$ cat src/rtl/round_access_ctrl.sv
// Consumer-side access controller for the round timer: sequences reload/enable,
// steps the Morse ROM address, judges player symbols and keeps score and misses.
module round_access_ctrl #(
    parameter int ADDR_W    = 5,
    parameter int MAX_MISS  = 3,
    parameter int SCORE_MAX = 9
) (
    input  logic              clk,
    input  logic              rst,
    input  logic              start,
    input  logic              sym_valid,
    input  logic              sym_match,
    input  logic              last_sym,
    input  logic              TimeOut,
    output logic              timer_enable,
    output logic              timer_reconfig,
    output logic [ADDR_W-1:0] rom_addr,
    output logic [3:0]        score,
    output logic [1:0]        misses,
    output logic              win,
    output logic              lose
);

    typedef enum logic [2:0] {
        IDLE,
        LOAD,
        PLAY,
        WIN,
        LOSE
    } state_t;

    localparam logic [1:0]        MISS_LIMIT = 2'(MAX_MISS);
    localparam logic [3:0]        SCORE_TOP  = 4'(SCORE_MAX);
    localparam logic [ADDR_W-1:0] ADDR_ONE   = ADDR_W'(1);

    state_t state;

    // NOTE: the reset branch lives inside the clocked block, so reset is synchronous;
    // all state and outputs use non-blocking assignments so every output is registered.
    always_ff @(posedge clk) begin
        if (!rst) begin
            state          <= IDLE;
            timer_enable   <= 1'b0;
            timer_reconfig <= 1'b0;
            rom_addr       <= '0;
            score          <= '0;
            misses         <= '0;
            win            <= 1'b0;
            lose           <= 1'b0;
        end else begin
            case (state)
                IDLE, WIN, LOSE: begin
                    if (start) begin
                        state          <= LOAD;
                        timer_reconfig <= 1'b1;
                        timer_enable   <= 1'b0;
                        misses         <= '0;
                        win            <= 1'b0;
                        lose           <= 1'b0;
                        // A lost game restarts from the first word with a clean score.
                        if (state == LOSE) begin
                            rom_addr <= '0;
                            score    <= '0;
                        end
                    end
                end

                LOAD: begin
                    state          <= PLAY;
                    timer_reconfig <= 1'b0;
                    timer_enable   <= 1'b1;
                    misses         <= '0;
                end

                PLAY: begin
                    if (TimeOut) begin
                        state        <= LOSE;
                        timer_enable <= 1'b0;
                        lose         <= 1'b1;
                    end else if (sym_valid && sym_match) begin
                        rom_addr <= rom_addr + ADDR_ONE;
                        if (last_sym) begin
                            state        <= WIN;
                            timer_enable <= 1'b0;
                            win          <= 1'b1;
                            if (score < SCORE_TOP) begin
                                score <= score + 4'd1;
                            end
                        end
                    end else if (sym_valid) begin
                        misses <= misses + 2'd1;
                        if (misses + 2'd1 == MISS_LIMIT) begin
                            state        <= LOSE;
                            timer_enable <= 1'b0;
                            lose         <= 1'b1;
                        end
                    end
                end

                default: begin
                    state          <= IDLE;
                    timer_enable   <= 1'b0;
                    timer_reconfig <= 1'b0;
                    win            <= 1'b0;
                    lose           <= 1'b0;
                end
            endcase
        end
    end

endmodule

$ cat config.mk
export PLATFORM = sky130hd
export DESIGN_NAME = round_access_ctrl
export DESIGN_NICKNAME = d
export VERILOG_FILES = /design/src/rtl/round_access_ctrl.sv
export SDC_FILE = /design/constraint.sdc
export NUM_CORES = 1
export LEC_CHECK = 0
export CAP_MARGIN = 10
export CORE_MARGIN = 3
export CORE_UTILIZATION = 50
export DETAILED_ROUTE_END_ITERATION = 10
export PLACE_DENSITY_LB_ADDON = 0.08
export SLEW_MARGIN = 25
export SYNTH_ARGS = -nofsm -noshare
export SYNTH_HDL_FRONTEND = slang
export SYNTH_SLANG_ARGS = --single-unit
$ cat constraint.sdc
create_clock -name clk -period 2.51 [get_ports clk]
set_input_delay 0.3765 -clock clk [delete_from_list [all_inputs] [get_ports clk]]
set_output_delay 0.3765 -clock clk [all_outputs]
set_load 0.05 [all_outputs]
# [Yosys cells after proc, flatten, opt, wreduce, memory -nomap -nowiden]
# Cells that the tools add are included.
[word_totals] elab_cells=87 output_inout_bits=15 inputBits=7 ff_bits=18
[classes] reduce_logical=12 n_mux=42 n_eq_ne=19 addsub=3 n_lt_le_gt_ge=1 n_bitwise=2
[op_table] cell="two-way mux 4 bit" count=6
[op_table] cell="two-way mux 5 bit" count=4
[op_table] cell="AND reduction 5 bit" count=4
[op_table] cell="two-way mux 3 bit" count=6
[op_table] cell="!= test 2 bit (second input constant)" count=8
[op_table] cell="two-way mux 1 bit" count=14
[op_table] cell="!= test 4 bit (second input constant)" count=3
[op_table] cell="case mux 5 bit (2 select lines)" count=1
[op_table] cell="!= test 3 bit (second input constant)" count=3
[op_table] cell="case mux 1 bit (3 select lines)" count=3
[op_table] cell="case mux 3 bit (3 select lines)" count=1
[op_table] cell="two-way mux 2 bit" count=4
[op_table] cell="case mux 4 bit (2 select lines)" count=1
[op_table] cell="AND reduction 7 bit" count=1
[op_table] cell="== test 3 x 2 -> 1 bit (second input constant)" count=2
[op_table] cell="case mux 2 bit (3 select lines)" count=1
[op_table] cell="adder 5 x 1 -> 5 bit (second input constant)" count=1
[op_table] cell="adder 4 x 1 -> 4 bit (second input constant)" count=1
[op_table] cell="< comparator 4 bit (second input constant)" count=1
[op_table] cell="AND reduction 4 bit" count=1
[op_table] cell="== test 3 x 1 -> 1 bit (second input constant)" count=1
[op_table] cell="== test 3 bit (second input constant)" count=1
[op_table] cell="logical NOT 3 bit" count=1
[op_table] cell="nonzero test 3 bit" count=1
[op_table] cell="other kinds (8)" count=9

# [Depth between registers and ports, before layout]
[logic_depth] depth_word=7 mapped_depth=6 depth_no_buf=6

# [Least setup slack after synthesis]
# Ideal clock, no wire load.
[synth_timing] path_kind="reg-to-reg" startpoint="register score[0]" endpoint="register score[2]" path_slack_ns=0.808 setup_ns=0.120 path_buffers=0 t_arrival_ns=1.582 period_less_slack_ns=1.702 required_time_ns=2.390 path_stages_with_launch=7 cell_sequence="dfxtp_1 -> inv_1 -> ha_1 -> nand2b_1 -> a21oi_1 -> and4b_1 -> a211o_1"
[synth_between] elab_chain_len=6 word_cells_on_any_way=9 classes_between="1 x add/sub; 1 x order compare; 1 x eq/ne; 5 x mux; 1 x reduce/logical"
[synth_lines] item="start: declaration" line="18" rtl="output logic [3:0] score,"
[synth_lines] item="start signal: assignment" line="87" rtl="score <= score + 4'd1;"
[synth_lines] item="adder 4 x 1 -> 4 bit" line="87"
[synth_lines] item="two-way mux 4 bit" line="86" rtl="if (score < SCORE_TOP) begin"
[synth_lines] item="two-way mux 4 bit" line="82" rtl="if (last_sym) begin"
[synth_lines] item="two-way mux 4 bit" line="80" rtl="end else if (sym_valid && sym_match) begin"
[synth_lines] item="two-way mux 4 bit" line="76" rtl="if (TimeOut) begin"
[synth_lines] item="case mux 4 bit (2 select lines)" line="51" rtl="case (state)"
# Several ways; a longest one is shown, not always the timed one. The select of a mux whose other input is x is not followed.
# A chain may end at the register's enable or synchronous reset.

# [Worst setup path after layout]
[layout_timing] startpoint="register score[0]" endpoint="output port score[0]"
# No word-level cell between the ends.

==> flow_metrics.tcl <==
set metrics [dict create \
    synth_cell_types 40 \
    max_freq_ghz 0.512 \
    r2r_start "state[2]$_SDFFE_PN0P_" \
    synthMuxAreaShare_pct 0.955 \
    rsz0062_at_grt "false" \
    postCtsSetupBuffers 0 \
    die_area_mm2 0.00268 \
    ys_seq_area_share_pct 34.4 \
    drt-pass1-iter-count 4 \
    yosys.area_share.simple_pct 30.1 \
    synth_edf_count 0 \
    grt_usage_pct 19.0 \
    grt_pass1_wl_mm 3.88 \
    reg2reg_to "rom_addr[3]$_SDFFE_PN0P_" \
    hold_viol_final 0 \
    port_buffers 21 \
    synthCells 123 \
    min_path_type "reg -> reg" \
    worstMarginPinSlew_ns 0.539 \
    nNetsFinal 154 \
    fp.dieW_um 51.8 \
    cts_root_buf "clkbuf_4" \
    maxCapViolCount 0 \
    antenna_cells 0 \
    synth_compound_area_share_pct 23.7 \
    wl_mm 2.24 \
    synthAdderAreaFrac_pct 4.77 \
    synthesis.nets 134 \
    finalCritPeriodShare_pct 77.8 \
    grt_pass1_vias 860 \
    synth_top_family_by_area "simple AND/OR/NAND/NOR gates" \
    peakVddDrop_uv 381 \
    final_common_cell "clkdlybuf4s50_1" \
    min_from "timer_enable$_SDFFE_PN0P_" \
    p_switching_uw 260 \
    seqPwrFrac_pct 45.8 \
    crit_chain "clkdlybuf4s50_1" \
    relSlewSlack_pct 64.0 \
    reg2reg_depth 4 \
    status "completed" \
    critPathTopFamily "buffers and inverters" \
    clk_latency_ns 0.30 \
    overflow 0 \
    clkPwrFrac_pct 24.9 \
    ys_async_sr_fraction_pct 0 \
    cts.clk_slew.worst_paths_ns 0.11 \
    cts_tree "built" \
    drc 0 \
    critPathMaxFanout 6 \
    skew_ns 0.000774 \
    place.gp.congestion 0.811 \
    cp.buffers_inverters 1 \
    synth_xor_area_share_pct 0 \
    p_leak_nw 0.502 \
    area_growth_pct 22.6 \
    num_rows 15 \
    worstPathArrival_ns 1.58 \
    ys.flop_type "dfxtp_1" \
    die_y_um 51.8 \
    antenna_found_initial 0 \
    clockBufferDepth 2 \
    fin_hold_ws_ns 0.486 \
    holdPathStages 2 \
    power_density_mw_per_mm2 576 \
    htree_levels 1 \
    grt_max_degree 17 \
    ys_warn_count 0 \
    yosysTopAreaCell "dfxtp_1" \
    drv_slew 0 \
    cts_hold_repair.buffers 0 \
    reg2reg_slack_ns 0.78 \
    hold_end "timer_enable$_SDFFE_PN0P_" \
    drive_gt1_share_pct 6.34 \
    ant_nets 0 \
    ios 22 \
    cpPeakStageDelay_ns 0.84 \
    synth.ff_latch_count 18 \
    ctsResizeCount 0 \
    yosys-top-cells-area "dfxtp_1, a21oi_1, ha_1, a211o_1, nand3b_1" \
    critPathSlowestCell "clkdlybuf4s50_1" \
    worstPathRequired_ns 2.13 \
    endpoint_kind "primary output" \
    avgSynthCellArea_um2 8.52 \
    synth_top_area_share_pct 34.4 \
    intPower_uw 481 \
    drt_iter0_markers 25 \
    initial_utilization_pct 56.4 \
    comb_power_share_pct 29.3 \
    crit_type "reg -> out" \
    post-route-min-period_ns 1.95 \
    tns_ns 0 \
    power.total_uw 741 \
    fillers 151 \
    clock_sinks 18 \
    routed_via_density 5.82 \
    num_vias 972 \
    setup_viol 0 \
    final_cell_mix "clkdlybuf4s50_1, dfxtp_1, nor2_1, a21oi_1, nand2_1" \
    core_mm2 0.00186 \
    critPathLaunchType "flop" \
    numCtsBuffers 3 \
    dp_hpwl_mm 1.66 \
    power.share.switching_pct 35.1 \
    wl_per_cell_um 13.4 \
    syn_area_mm2 0.00105 \
]
## final cells by class
| class | instances | area, µm² | area share [%] |
|---|---|---|---|
| Clock buffer | 4 | 36.3 | 2.82 |
| Inverter | 6 | 22.5 | 1.75 |
| Multi-Input combinational cell | 93 | 624 | 48.6 |
| Sequential cell | 18 | 360 | 28.0 |
| Tap cell | 25 | 31.3 | 2.43 |
| Timing Repair Buffer | 21 | 210 | 16.4 |
## cell families (layout without fill, tap and decap cells)
kind of cell             count (synthesis)  after routing
AND/OR/NAND/NOR                         53             53
AO/OA/AOI/OAI                           35             35
flip-flops                              18             18
buffers and inverters                   12             31
adder cells (fa/ha/maj)                  4              4
multiplexers                             1              1
## power by group through the flow
stage / logic [mW] / registers (mW) / clock network, mW
CTS: 0.217 / 0.339 / 0.190
floorplan: 0.148 / 0.365 / 0
global route: 0.238 / 0.345 / 0.199
detailed placement: 0.216 / 0.345 / 0
global placement: 0.212 / 0.345 / 0
finish: 0.217 / 0.339 / 0.184
## per-stage QoR
stage | util, % | instance area (µm²) | setup WS, ns | std cells
floorplan | - | 1050 | 0.808 | 123
global placement | 67.2 | 1250 | 0.557 | 163
detailed placement | 67.2 | 1250 | 0.515 | 163
CTS | 69.2 | 1280 | 0.551 | 167
global route | 69.2 | 1280 | 0.512 | 167
finish | 69.2 | 1280 | 0.557 | 167
## synthesized netlist by cell type (2+ instances only)
library cell	instances
inv_1	6
nor3_1	6
nand2_1	8
buf_6	2
a31oi_1	2
a211o_1	5
nor2b_1	2
nand4b_1	2
nand3_1	4
clkbuf_1	3
and3_1	2
or3_1	2
nand2b_1	4
o21ai_0	4
a21oi_1	10
a311oi_1	2
nand3b_1	5
ha_1	4
dfxtp_1	18
o22ai_1	2
nand4_1	2
nor2_1	10
## state kept, by name, summed over array words and instances (netlist names)
register and cells:
score 4, win 1, timer_enable 1, rom_addr 5
misses 2, timer_reconfig 1, lose 1, state 3
## worst max path at each step
stage	from	end	slack, ns	cells past startpoint
6_report	score[0]$_SDFFE_PN0P_	score[0]	0.56	1
5_1_grt	score[0]$_SDFFE_PN0P_	score[0]	0.51	1
4_1_cts	score[0]$_SDFFE_PN0P_	score[0]	0.55	1
3_5_place_dp	sym_valid	score[0]$_SDFFE_PN0P_	0.52	5
3_3_place_gp	sym_valid	score[0]$_SDFFE_PN0P_	0.56	5
2_1_floorplan	score[0]$_SDFFE_PN0P_	score[2]$_SDFFE_PN0P_	0.81	6
## metal layers
metal | global-route usage, % | vias up | share of wire [%]
li1 | - | 500 | -
met1 | 28.4 | 442 | 49
met2 | 25.8 | 25 | 45
met3 | 3.44 | 5 | 5.0
met4 | 9.17 | 0 | 1.5
met5 | 0 | - | 0
Power figures use the tool's default switching activity.
